==> config.mk <==
export PLATFORM = sky130hd
export DESIGN_NAME = ex_cdb_arbiter_flat
export DESIGN_NICKNAME = d
export VERILOG_FILES = /design/src/rtl/ex_cdb_arbiter_pkg.sv /design/src/rtl/ex_cdb_arbiter_if.sv /design/src/rtl/ex_cdb_arbiter_rr_arbiter.sv /design/src/rtl/ex_cdb_arbiter.sv /design/src/flat_wrapper.sv
export SDC_FILE = /design/constraint.sdc
export NUM_CORES = 1
export LEC_CHECK = 0
export BUFFER_PORTS_ARGS = -buffer_cell sky130_fd_sc_hd__buf_2
export CAP_MARGIN = 10
export CORE_ASPECT_RATIO = 1.5
export CORE_MARGIN = 5
export CORE_UTILIZATION = 40
export DETAILED_ROUTE_END_ITERATION = 12
export GPL_ROUTABILITY_DRIVEN = 1
export PLACE_DENSITY_LB_ADDON = 0.12
export SLEW_MARGIN = 0
export SYNTH_ARGS = -nofsm -noshare
export SYNTH_HDL_FRONTEND = slang
export SYNTH_SLANG_ARGS = --single-unit
==> constraint.sdc <==
create_clock -name clock -period 10.1 [get_ports clock]
set_input_delay 0.505 -clock clock [delete_from_list [all_inputs] [get_ports clock]]
set_output_delay 0.505 -clock clock [all_outputs]
set_load 0.05 [all_outputs]
==> src/rtl/ex_cdb_arbiter_pkg.sv <==
// Shared types for the execute-to-CDB complete path.
package ex_cdb_arbiter_pkg;

  typedef struct packed {
    logic [31:0] pc;
    logic [31:0] result;
    logic [4:0]  dest_reg;
    logic        is_ZEROREG;
  } ex_packet_t;

  // Canonical "nothing here" packet, also used by FU and retire logic.
  localparam ex_packet_t EX_PACKET_EMPTY = '{
    pc: 32'd0, result: 32'd0, dest_reg: 5'd0, is_ZEROREG: 1'b1
  };

endpackage

==> src/rtl/ex_cdb_arbiter_if.sv <==
// FU-side and CDB-side handshake bundle for the complete-stage arbiter.
interface ex_cdb_arbiter_if
  import ex_cdb_arbiter_pkg::*;
#(
  parameter int NUM_REQ = 3,
  localparam int IDX_W = $clog2(NUM_REQ)
) ();

  logic       [NUM_REQ-1:0] fu_valid;
  ex_packet_t [NUM_REQ-1:0] fu_packet;
  logic       [NUM_REQ-1:0] fu_stall;
  logic                     cdb_ready;
  logic                     cdb_valid;
  ex_packet_t               cdb_packet;
  logic       [IDX_W-1:0]   cdb_src;

  modport master (
    output fu_valid, fu_packet, cdb_ready,
    input  fu_stall, cdb_valid, cdb_packet, cdb_src
  );

  modport slave (
    input  fu_valid, fu_packet, cdb_ready,
    output fu_stall, cdb_valid, cdb_packet, cdb_src
  );

endinterface

==> src/rtl/ex_cdb_arbiter_rr_arbiter.sv <==
// Combinational round-robin picker; search starts one past last_grant and wraps.
module rr_arbiter #(
  parameter int N = 3,
  localparam int IW = $clog2(N)
) (
  input  logic [N-1:0]  req,
  input  logic [IW-1:0] last_grant,
  input  logic          en,
  output logic [N-1:0]  grant,
  output logic [IW-1:0] grant_idx,
  output logic          any
);

  logic [IW:0] idx;

  always_comb begin
    grant     = '0;
    grant_idx = '0;
    any       = 1'b0;
    idx       = '0;
    if (en) begin
      for (int off = 1; off <= N; off++) begin
        // one extra bit keeps last_grant+off from overflowing before the wrap
        idx = {1'b0, last_grant} + (IW+1)'(off);
        if (idx >= (IW+1)'(N)) idx = idx - (IW+1)'(N);
        if (!any && req[idx[IW-1:0]]) begin
          any                   = 1'b1;
          grant[idx[IW-1:0]]    = 1'b1;
          grant_idx             = idx[IW-1:0];
        end
      end
    end
  end

endmodule

==> src/rtl/ex_cdb_arbiter.sv <==
// One-entry holding slot per FU, round-robin drained into a registered CDB output.
module ex_cdb_arbiter
  import ex_cdb_arbiter_pkg::*;
#(
  parameter int NUM_REQ = 3,
  localparam int IDX_W = $clog2(NUM_REQ)
) (
  input logic clock,
  input logic reset,
  input logic squash,
  ex_cdb_arbiter_if.slave bus
);

  ex_packet_t [NUM_REQ-1:0] slot;
  logic       [NUM_REQ-1:0] slot_full, grant, accept;
  logic       [IDX_W-1:0]   last_grant, grant_idx;
  logic                     any, advance;

  ex_packet_t               cdb_packet_q;
  logic                     cdb_valid_q;
  logic       [IDX_W-1:0]   cdb_src_q;

  assign advance = ~cdb_valid_q | bus.cdb_ready;

  // squash outranks any grant, so the picker is simply disabled that cycle
  rr_arbiter #(.N(NUM_REQ)) u_rr (
    .req        (slot_full),
    .last_grant (last_grant),
    .en         (advance & ~squash),
    .grant      (grant),
    .grant_idx  (grant_idx),
    .any        (any)
  );

  assign bus.fu_stall = squash ? '0 : (slot_full & ~grant);
  assign accept       = bus.fu_valid & ~bus.fu_stall & {NUM_REQ{~squash}};

  always_ff @(posedge clock or posedge reset) begin
    if (reset) begin
      slot_full <= '0;
      slot      <= {NUM_REQ{EX_PACKET_EMPTY}};
    end else if (squash) begin
      slot_full <= '0;
    end else begin
      for (int i = 0; i < NUM_REQ; i++) begin
        // a granted slot may reload in the same cycle without a bubble
        if (accept[i]) begin
          slot[i]      <= bus.fu_packet[i];
          slot_full[i] <= 1'b1;
        end else if (grant[i]) begin
          slot_full[i] <= 1'b0;
        end
      end
    end
  end

  always_ff @(posedge clock or posedge reset) begin
    if (reset) begin
      cdb_valid_q  <= 1'b0;
      cdb_packet_q <= EX_PACKET_EMPTY;
      cdb_src_q    <= '0;
      last_grant   <= IDX_W'(NUM_REQ-1);
    end else if (squash) begin
      cdb_valid_q  <= 1'b0;
      cdb_packet_q <= EX_PACKET_EMPTY;
    end else if (advance) begin
      if (any) begin
        cdb_valid_q  <= 1'b1;
        cdb_packet_q <= slot[grant_idx];
        cdb_src_q    <= grant_idx;
        last_grant   <= grant_idx;
      end else begin
        cdb_valid_q  <= 1'b0;
        cdb_packet_q <= EX_PACKET_EMPTY;
      end
    end
  end

  assign bus.cdb_valid  = cdb_valid_q;
  assign bus.cdb_packet = cdb_packet_q;
  assign bus.cdb_src    = cdb_src_q;

endmodule

==> src/flat_wrapper.sv <==
// flat-port wrapper written by rule: the top's interface ports become plain ports
module ex_cdb_arbiter_flat import ex_cdb_arbiter_pkg::*;
#(
  parameter int NUM_REQ = 3,
  localparam int IDX_W = $clog2(NUM_REQ)
)
  (clock, reset, squash, bus_fu_valid, bus_fu_packet, bus_cdb_ready, bus_fu_stall, bus_cdb_valid, bus_cdb_packet, bus_cdb_src);
  ex_cdb_arbiter_if #(.NUM_REQ(NUM_REQ)) bus_i ();
  input logic clock;
  input logic reset;
  input logic squash;
  input wire logic [$bits(bus_i.fu_valid)-1:0] bus_fu_valid;
  input wire logic [$bits(bus_i.fu_packet)-1:0] bus_fu_packet;
  input wire logic [$bits(bus_i.cdb_ready)-1:0] bus_cdb_ready;
  output wire logic [$bits(bus_i.fu_stall)-1:0] bus_fu_stall;
  output wire logic [$bits(bus_i.cdb_valid)-1:0] bus_cdb_valid;
  output wire logic [$bits(bus_i.cdb_packet)-1:0] bus_cdb_packet;
  output wire logic [$bits(bus_i.cdb_src)-1:0] bus_cdb_src;
  assign bus_i.fu_valid = bus_fu_valid;
  assign bus_i.fu_packet = bus_fu_packet;
  assign bus_i.cdb_ready = bus_cdb_ready;
  assign bus_fu_stall = bus_i.fu_stall;
  assign bus_cdb_valid = bus_i.cdb_valid;
  assign bus_cdb_packet = bus_i.cdb_packet;
  assign bus_cdb_src = bus_i.cdb_src;
  ex_cdb_arbiter #(.NUM_REQ(NUM_REQ)) u_core (.clock(clock), .reset(reset), .squash(squash), .bus(bus_i));
endmodule
# Word-level counts from Yosys, hierarchy flattened
# Index checks and enable logic that the tools add are counted.
[classes]
add_sub_neg = 6
magnitude_cmp = 10
muxes = 50
bitwise_logic = 11
reduce_logical = 15
[ops]
columns = ["cell", "n"]
rows = [
  ["$mux 70", 4],
  ["$bmux 70 s2", 1],
  ["$mux 3", 8],
  ["$mux 1", 21],
  ["$mux 2", 10],
  ["$lt 2x3->1 const B", 4],
  ["$and 3x3->3", 3],
  ["$ge 3x2->1 const B", 3],
  ["$reduce_bool 3->1", 3],
  ["$add 2x2->3 const B", 2],
  ["$bmux 1 s2", 3],
  ["$demux 1 s2", 3],
  ["$ge 2x1->1 const B", 3],
  ["$not 3->3", 2],
  ["$or 3x3->3", 2],
  ["$reduce_and 2->1", 3],
  ["$sub 2x2->2 const B", 3],
  ["$logic_and 1x1->1", 5],
  ["$add 2x1->3 const B", 1],
  ["$reduce_and 3->1", 1],
  ["$logic_not 1->1", 2],
  ["$not 1->1", 2],
  ["$reduce_bool 2->1", 1],
  ["$and 1x1->1", 1],
  ["$or 1x1->1", 1],
]
[totals]
out_inout_bits = 76
in_bits = 217
wordCells = 114
register_bits = 288

# Longest topological paths before layout
# Gate-level depths: netlist (run 1).
[logic_depth]
ltp_word = 24
mapped_depth = 12
mapped_depth_nobuf = 8

# By module
# Synthesis (run 1) repeated with hierarchy kept, for this count alone.
[unflattened]
cells_unflattened = 847
hier_area_um2 = 12453.2
[modules_own_cells]
columns = ["mod", "area_each_um2", "instances", "cells_per_inst", "seq_area_each_um2"]
rows = [
  ["ex_cdb_arbiter", 12076.6, 1, 794, 7188.1],
  ["rr_arbiter", 376.6, 1, 53, 0.0],
]

# Worst setup path after synthesis (run 1)
# No wires, ideal clock.
[synth_timing]
kind = "register -> output"
start = "register u_core.last_grant[0]"
end = "output port bus_fu_stall[1]"
path_stages_with_launch = 10
required_time_ps = 9595
path_buffers = 2
t_arrival_ps = 2391
setup_slack_ps = 7204
path_cell_list = "dfrtp_1 -> inv_1 -> ha_1 -> buf_2 -> buf_4 -> nor3_1 -> a211o_1 -> nor2b_1 -> o21ai_0 -> nor2_1"
[synth_via]
elab_chain_cells = 19
word_cells_on_any_way = 55
cone_classes = "add/sub: 6; order compare: 9; mux: 29; bitwise: 4; reduce/logical: 7"
[synth_lines]
columns = ["item", "line_no", "text"]
rows = [
  ["start: declaration", "ex_cdb_arbiter.sv:16", "logic [IDX_W-1:0] last_grant, grant_idx;"],
  ["start signal: assignment", "ex_cdb_arbiter.sv:62", "last_grant <= IDX_W'(NUM_REQ-1);"],
  ["start signal: assignment", "ex_cdb_arbiter.sv:71", "last_grant <= grant_idx;"],
  ["$add 2x1->3", "ex_cdb_arbiter_rr_arbiter.sv:24", "idx = {1'b0, last_grant} + (IW+1)'(off);"],
  ["$ge 3x2->1 / $sub 2x2->2 (equally long branches)", "ex_cdb_arbiter_rr_arbiter.sv:25", "if (idx >= (IW+1)'(N)) idx = idx - (IW+1)'(N);"],
  ["$mux 2", "ex_cdb_arbiter_rr_arbiter.sv:25", ""],
  ["$mux 2", "ex_cdb_arbiter_rr_arbiter.sv:21", "if (en) begin"],
  ["$lt 2x3->1 (not written as such), or another cell as far along", "ex_cdb_arbiter_rr_arbiter.sv:28", "grant[idx[IW-1:0]] = 1'b1;"],
  ["$logic_and 1x1->1 (not written as such) / $mux 1 (equally long branches)", "ex_cdb_arbiter_rr_arbiter.sv:28, ex_cdb_arbiter_rr_arbiter.sv:26", ""],
  ["$mux 1 (on tied branches)", "ex_cdb_arbiter_rr_arbiter.sv:28, ex_cdb_arbiter_rr_arbiter.sv:26", ""],
  ["$demux 1 s2 / $mux 1 (equally long branches)", "ex_cdb_arbiter_rr_arbiter.sv:28, ex_cdb_arbiter_rr_arbiter.sv:21", ""],
  ["(+3 left out)", "n/a", ""],
  ["$mux 3 / $mux 1 (equally long branches)", "ex_cdb_arbiter_rr_arbiter.sv:26, ex_cdb_arbiter_rr_arbiter.sv:21", ""],
  ["$mux 3 / $logic_not 1->1 (equally long branches)", "ex_cdb_arbiter_rr_arbiter.sv:21, ex_cdb_arbiter_rr_arbiter.sv:26", ""],
  ["$or 3x3->3 (no source line) / $logic_and 1x1->1 (equally long branches)", "n/a", ""],
  ["$mux 3 (*)", "ex_cdb_arbiter_rr_arbiter.sv:26", "if (!any && req[idx[IW-1:0]]) begin"],
  ["$mux 3 (*)", "ex_cdb_arbiter_rr_arbiter.sv:21", ""],
  ["$not 3->3 (*)", "ex_cdb_arbiter.sv:35", "assign bus.fu_stall = squash ? '0 : (slot_full & ~grant);"],
  ["$and 3x3->3 (*)", "ex_cdb_arbiter.sv:35", ""],
  ["$mux 3 (*)", "ex_cdb_arbiter.sv:35", ""],
  ["end: declaration", "flat_wrapper.sv:15", "output wire logic [$bits(bus_i.fu_stall)-1:0] bus_fu_stall;"],
]
# Every way passes the cells marked *; elsewhere a longest branch is shown, timed or not. The select of a mux whose other input is x is not followed.

# Final worst setup path (run 1)
[layout_timing]
start = "register u_core.last_grant[0]"
end = "register u_core.cdb_packet_q, in the netlist u_core.bus.cdb_packet[16]"
[layout_via]
elab_chain_cells = 21
word_cells_on_any_way = 40
cone_classes = "add/sub: 6; order compare: 3; mux: 27; reduce/logical: 4"
[layout_lines]
columns = ["item", "line_no", "text"]
rows = [
  ["$add 2x1->3", "ex_cdb_arbiter_rr_arbiter.sv:24", ""],
  ["$ge 3x2->1 / $sub 2x2->2 (equally long branches)", "ex_cdb_arbiter_rr_arbiter.sv:25", ""],
  ["$mux 2", "ex_cdb_arbiter_rr_arbiter.sv:25", ""],
  ["$mux 2", "ex_cdb_arbiter_rr_arbiter.sv:21", ""],
  ["$bmux 1 s2", "ex_cdb_arbiter_rr_arbiter.sv:26", ""],
  ["$mux 1 (not written as such)", "ex_cdb_arbiter_rr_arbiter.sv:26", ""],
  ["$mux 1", "ex_cdb_arbiter_rr_arbiter.sv:26", ""],
  ["$mux 1", "ex_cdb_arbiter_rr_arbiter.sv:21", ""],
  ["(+5 left out)", "n/a", ""],
  ["$logic_and 1x1->1", "ex_cdb_arbiter_rr_arbiter.sv:26", ""],
  ["$mux 2", "ex_cdb_arbiter_rr_arbiter.sv:26", ""],
  ["$mux 2", "ex_cdb_arbiter_rr_arbiter.sv:21", ""],
  ["$bmux 70 s2", "ex_cdb_arbiter.sv:69", "cdb_packet_q <= slot[grant_idx];"],
  ["$mux 70 (not written as such)", "ex_cdb_arbiter.sv:69", ""],
  ["$mux 70 (*)", "ex_cdb_arbiter.sv:67", "if (any) begin"],
  ["$mux 70 (*)", "ex_cdb_arbiter.sv:66", "end else if (advance) begin"],
  ["$mux 70 (*)", "ex_cdb_arbiter.sv:63", "end else if (squash) begin"],
  ["end signal: assignment", "ex_cdb_arbiter.sv:69", ""],
  ["end: declaration", "ex_cdb_arbiter.sv:19", "ex_packet_t cdb_packet_q;"],
]
# Marked as above.
# A chain may end at the register's enable or synchronous reset.

==> results of run 1 <==
[cell families (layout without fill, tap and decap cells)]
family | Yosys count | in the layout | share of synthesized area
multiplexers | 281 | 281 | 0.270
other | 0 | 1 | 0
flip-flops | 287 | 287 | 0.581
AND/OR/NAND/NOR | 52 | 52 | 0.0229
buffers and inverters | 70 | 361 | 0.0317
adder cells (fa/ha/maj) | 6 | 6 | 0.00607
AO/OA/AOI/OAI | 170 | 170 | 0.0883
[worst paths after layout]
path,slack [ps],startpoint,endpoint
worst max-delay path,6140,u_core.last_grant[0]$_DFFE_PP0P_,u_core.bus.cdb_packet[16]$_DFFE_PP0P_
worst min-delay path,110,reset,u_core.slot[166]$_DFFE_PP0P_
worst max register to register,6140,u_core.last_grant[0]$_DFFE_PP0P_,u_core.bus.cdb_packet[16]$_DFFE_PP0P_
worst min register to register,480,u_core.bus.cdb_src[1]$_DFFE_PP0P_,u_core.bus.cdb_src[1]$_DFFE_PP0P_
max in group asynchronous,8650,reset,u_core.bus.cdb_packet[17]$_DFFE_PP0P_
min in group clock,160,bus_fu_packet[119],u_core.slot[119]$_DFFE_PP0P_
[report_power, final]
| group | total [uW] | switching [uW] | internal (uW) | leakage (uW) |
|---|---|---|---|---|
| Combinational | 1510 | 857 | 655 | 0.00308 |
| Sequential | 1860 | 250 | 1610 | 0.00348 |
| Clock | 1090 | 443 | 642 | 0.000479 |
[stage by stage]
stage               power (uW)  instances
floorplan                 3030        866
global placement          3370       1512
detailed placement        3410       1512
CTS                       4530       1562
global route              4720       1563
finish                    4460       1563
[sequential cells by signal, summed over array words and instances (netlist names)]
register               count
u_core.bus.cdb_valid       1
u_core.bus.cdb_packet     70
u_core.last_grant          2
u_core.slot              210
u_core.bus.cdb_src         1
u_core.slot_full           3
[area by class of cell]
cell class	count	area (sq um)	area share
timing repair buffer	303	1560	0.103
multi-input combinational	509	4850	0.321
clock inverter	10	106	0.00704
inverter	8	37.5	0.00249
clock buffer	40	860	0.0569
sequential	287	7190	0.476
antenna	1	2.50	0.000166
tap	405	507	0.0335
[synthesized netlist by cell type (2+ instances only)]
| cell | instances |
|---|---|
| dfrtp_1 | 282 |
| mux2_1 | 140 |
| mux2_4 | 71 |
| o21ai_1 | 70 |
| a22oi_1 | 69 |
| mux2i_1 | 69 |
| buf_2 | 32 |
| clkbuf_1 | 16 |
| nor2_1 | 13 |
| buf_6 | 10 |
| nand2b_1 | 9 |
| nand2_1 | 8 |
| a21oi_1 | 7 |
| ha_1 | 6 |
| nor2b_1 | 6 |
| dfstp_2 | 5 |
| inv_1 | 5 |
| buf_4 | 4 |
| o21ai_0 | 4 |
| inv_2 | 3 |
| nand3_1 | 3 |
| o221ai_1 | 3 |
| a211o_1 | 2 |
| a21o_1 | 2 |
| nand4bb_1 | 2 |
| nor3b_1 | 2 |
| nor4_1 | 2 |
| o22ai_1 | 2 |
| o31ai_1 | 2 |
[routing by layer]
metal	vias up	track usage	share of wire
met5	-	0	0.00022
met4	2	0.0510	0.023
met3	45	0.0315	0.047
met2	203	0.342	0.54
met1	4068	0.214	0.39
li1	3689	-	-
==> results.txt, run 1 <==
outcome: completed
CP Data Arrival Time: 4360 ps
most used cell, CP: buf_4
first-pass GRT wire length: 50,100 um
max-slew violations: 0
worst slew pin tran: 997 ps
fraction of layout instances using a drive strength above 1: 0.379
CTS tree: built
area leader, netlist: dfrtp_1
final worst slack: 6140 ps
DRC viols: 0
Slew Limit Headroom: 0.335
number of synthesized flops with an enable pin: 0
gpl congestion: 0.814
clk_skew: 9.66 ps
core footprint: 30,800 sq um
commonest non-fill, non-tap cell in the layout: buf_2
Layout area overhead: 22.0%
# resized after CTS: 0
largest net degree at the start of global routing: 157
Yosys top cell area share: 0.570
CP peak stage delay: 680 ps
Critical Path Fanout Max: 36
HPWL after DPL: 20,900 um
Hold Path Class: primary input to async pin
most frequent cells in the layout: buf_2 (292), dfrtp_1 (282), mux2_1 (140)
post-CTS setup buffer count: 0
clock latency on the worst-skew pair: 550 ps
filler cell count: 2,837
Syn Nets: 1,089
gr usage total: 0.183
Bufs on Longest Clock Path: 3
1st-iter DRT viols: 306
RSZ-0062 raised after global routing: no
worst r2r path cells: 9
max-cap violations: 0
Setup crit start kind: register
vias in the first global route: 8,886
row cnt: 79
synth top area cells: dfrtp_1 (57%), mux2_1 (13%), mux2_4 (8.6%)
sequential fraction of the synthesis area: 0.581
htree depth: 1
Final Cycle Share: 0.392
final setup vio count: 0
Warnings, synthesis: 0
register bit total from synthesis: 287
final wirelength: 32,100 um
final core occ: 0.490
# port buffers: 292
initial antenna violation count: 2
Pwr per Cell Area: 295 nW/um^2
critical path type: register to register
vias: 8,007
Pleak: 0.00704 uW
vias per inst: 5.12
antenna-violating nets left: 0
Synth Area per Inst: 14.3 sq um
placed cell area: 14,100 sq um
worst vdd rail ir drop: 0.173 mV
Num CTS Buffers: 30
Crit. path cell count: 9
post-synth cell types: 46
fmax: 253 MHz
Die W: 154 um
chip height: 225 um
Period minus WS final: 3960 ps
Post-Place Setup Slack: 6140 ps
Fin Setup TNS: 0 ps
delay-heaviest family, CP: buffers and inverters
Worst-path clk slew: 60 ps
Worst Path Buf+Inv: 3
Final #Nets: 1,362
total global routing overflow: 0
crit path cell chain: inv_1, ha_1, nor4b_1, nand3_1, a21oi_4, buf_4, buf_4, mux2i_1, o21ai_1
Worst path slowest cell: buf_4
cells after synthesis: 866
WL/cell: 20.6 um
crit path capture type: register
Initial Util: 0.401
drt first pass iters: 4
ys flop type: dfrtp_1
die area: 34,600 sq um
synthesized area: 12,400 sq um
CTS Hold Bufs: 0
Clock Tree Root: clkbuf_16
Ports: 293
worst path required time: 10,510 ps
share of synthesized registers carrying an async set or reset: 1.00
Fin Hold WS: 114 ps
fin area: 15,100 sq um
CTS Sinks: 287
Fin. Hold Viols: 0
Note: power is estimated with default switching activity, not from simulation.
==> inputs of run 2 (changes only) <==
- clock period: 10.1 -> 3.5 ns (I/O delays scaled with it)
==> results.txt, run 2 (synthesis gave the netlist of run 1 again) <==
CP startpoint: u_core.last_grant[1]$_DFFE_PP1P_ (was u_core.last_grant[0]$_DFFE_PP0P_)
filler cell count: 2,581 (was 2,837)
critical path type: register to primary output (was register to register)
Worst Path Buf+Inv: 2 (was 3)
gr usage total: 0.196 (was 0.183)
Clk network pwr share: 0.237 (was 0.244)
Post-Layout Cell Count: 1,797 (was 1,563)
placed cell area: 14,300 sq um (was 14,100 sq um)
Ports: 293 (unchanged)
final worst slack: 281 ps (was 6140 ps)
antenna-violating nets left: 0 (unchanged)
1st-iter DRT viols: 300 (was 306)
Total Power: 13,100 uW (was 4460 uW)
Seq pwr share: 0.407 (was 0.417)
Pwr per Cell Area: 753 nW/um^2 (was 295 nW/um^2)
Die W: 154 um (unchanged)
Layout area overhead: 41.1% (was 22.0%)
worst vdd rail ir drop: 0.535 mV (was 0.173 mV)
Slew Limit Headroom: 0.436 (was 0.335)
die area: 34,600 sq um (unchanged)
drt first pass iters: 5 (was 4)
post-CTS setup buffer count: 0 (unchanged)
CP peak stage delay: 560 ps (was 680 ps)
initial antenna violation count: 1 (was 2)
HPWL after DPL: 21,800 um (was 20,900 um)
delay-heaviest family, CP: compound AO/OA/AOI/OAI gates (was buffers and inverters)
Final Cycle Share: 0.920
Final #Nets: 1,591 (was 1,362)
fin area: 17,500 sq um (was 15,100 sq um)
net load switching power: 4570 uW (was 1550 uW)
row cnt: 79 (unchanged)
Fin. Hold Viols: 0 (unchanged)
Worst-path clk slew: 70 ps (was 60 ps)
Fin Setup TNS: 0 ps (unchanged)
core footprint: 30,800 sq um (unchanged)
outcome: completed (unchanged)
Worst R2R Start: u_core.last_grant[1]$_DFFE_PP1P_ (was u_core.last_grant[0]$_DFFE_PP0P_)
clock latency on the worst-skew pair: 550 ps (about the same)
max-cap violations: 0 (unchanged)
Clock Tree Root: clkbuf_16 (unchanged)
worst path required time: 3320 ps (was 10,510 ps)
crit path capture type: primary output (was register)
max-slew violations: 0 (unchanged)
internal power: 8580 uW (was 2910 uW)
final setup vio count: 0 (unchanged)
Initial Util: 0.401 (unchanged)
max reg flops: 210 (unchanged)
Post-Place Setup Slack: 483 ps (was 6140 ps)
htree depth: 1 (unchanged)
Worst path slowest cell: dfstp_2 (was buf_4)
vias in the first global route: 9,731 (was 8,886)
Comb pwr share: 0.356 (was 0.339)
fmax: 311 MHz
Pleak: 0.00802 uW (was 0.00704 uW)
Bufs on Longest Clock Path: 3 (unchanged)
Setup crit start kind: register (unchanged)
CP Data Arrival Time: 3040 ps (was 4360 ps)
Hold Path Class: primary input to register (was primary input to async pin)
CTS tree: built (unchanged)
CTS Sinks: 287 (unchanged)
placed cells: 1,524 (was 1,512)
vias: 8,997 (was 8,007)
gpl congestion: 0.839 (was 0.814)
WL/cell: 19.3 um (was 20.6 um)
most frequent cells in the layout: buf_2 (292), dfrtp_1 (282), dlygate4sd3_1 (218) (was buf_2 (292), dfrtp_1 (282), mux2_1 (140))
chip height: 225 um (unchanged)
Critical Path Fanout Max: 17 (was 36)
# port buffers: 292 (unchanged)
RSZ-0062 raised after global routing: no (unchanged)
first-pass GRT wire length: 54,100 um (was 50,100 um)
Sw Share: 0.347 (was 0.348)
Period minus WS final: 3220 ps
Largest Register: u_core.slot (unchanged)
DRC viols: 0 (unchanged)
largest net degree at the start of global routing: 78 (was 157)
vias per inst: 5.01 (was 5.12)
crit path cell chain: inv_1, ha_2, nand4bb_1, o22ai_1, o21ai_0, and3_1, o31ai_1, nor2_1, buf_2 (was inv_1, ha_1, nor4b_1, nand3_1, a21oi_4, buf_4, buf_4, mux2i_1, o21ai_1)
commonest non-fill, non-tap cell in the layout: buf_2 (unchanged)
fraction of layout instances using a drive strength above 1: 0.326 (was 0.379)
Num CTS Buffers: 29 (was 30)
clk_skew: 12.0 ps (was 9.66 ps)
final wirelength: 34,700 um (was 32,100 um)
worst slew pin tran: 844 ps (was 997 ps)
worst hold start: squash
total global routing overflow: 0 (unchanged)
run 2: final timing paths:
kind	slack, ps	to	depth (start not counted)
max	280	bus_fu_stall[0]	9
min	100	u_core.bus.cdb_valid$_DFFE_PP0P_	3
max reg2reg	510	u_core.slot_full[0]$_DFFE_PP0P_	9
min reg2reg	480	u_core.bus.cdb_src[1]$_DFFE_PP0P_	1
max in group asynchronous	2240	u_core.slot[0]$_DFFE_PP1P_	4
min in group asynchronous	340	u_core.slot[182]$_DFFE_PP0P_	3
run 2: power by group through the flow:
stage / Sequential, uW / Combinational (uW) / Clock, uW
after floorplan: 5990 / 2740 / 0
after global placement: 5370 / 4450 / 0
after detailed placement: 5400 / 4530 / 0
after CTS: 5350 / 4740 / 3210
after global routing: 5500 / 5040 / 3330
final: 5350 / 4680 / 3110
run 2: area by class of cell:
| type | instances | area [sq um] | area share |
|---|---|---|---|
| sequential | 287 | 7190 | 0.412 |
| tap | 405 | 507 | 0.0290 |
| timing repair buffer | 533 | 3920 | 0.224 |
| inverter | 8 | 33.8 | 0.00193 |
| multi-input combinational | 509 | 4850 | 0.278 |
| antenna | 2 | 5.00 | 0.000287 |
| clock inverter | 11 | 116 | 0.00666 |
| clock buffer | 42 | 845 | 0.0484 |
run 2: what timing repair did:
| action | in CTS | in global routing |
|---|---|---|
| resized for setup | 0 | 1 |
| setup endpoints to repair | 0 | 1 |
| endpoints found under the hold margin | 241 | 0 |
| hold buffers | 218 | 0 |
run 2: stage by stage:
step,utilization,hold slack [ps]
detailed placement,0.464,391
finish,0.566,96.0
global placement,0.464,386
global route,0.566,121
CTS,0.566,67.6
floorplan,-,299
run 2: layer usage:
metal / GRT usage / part of all wire
met5: 0 / 0
met4: 0.0633 / 0.031
met3: 0.0263 / 0.040
met2: 0.364 / 0.54
met1: 0.235 / 0.39
run 2: tightest hold or removal path, stage by stage:
cell and delay (ps):
buf_2 180, nand2b_1 190, nand2_1 70
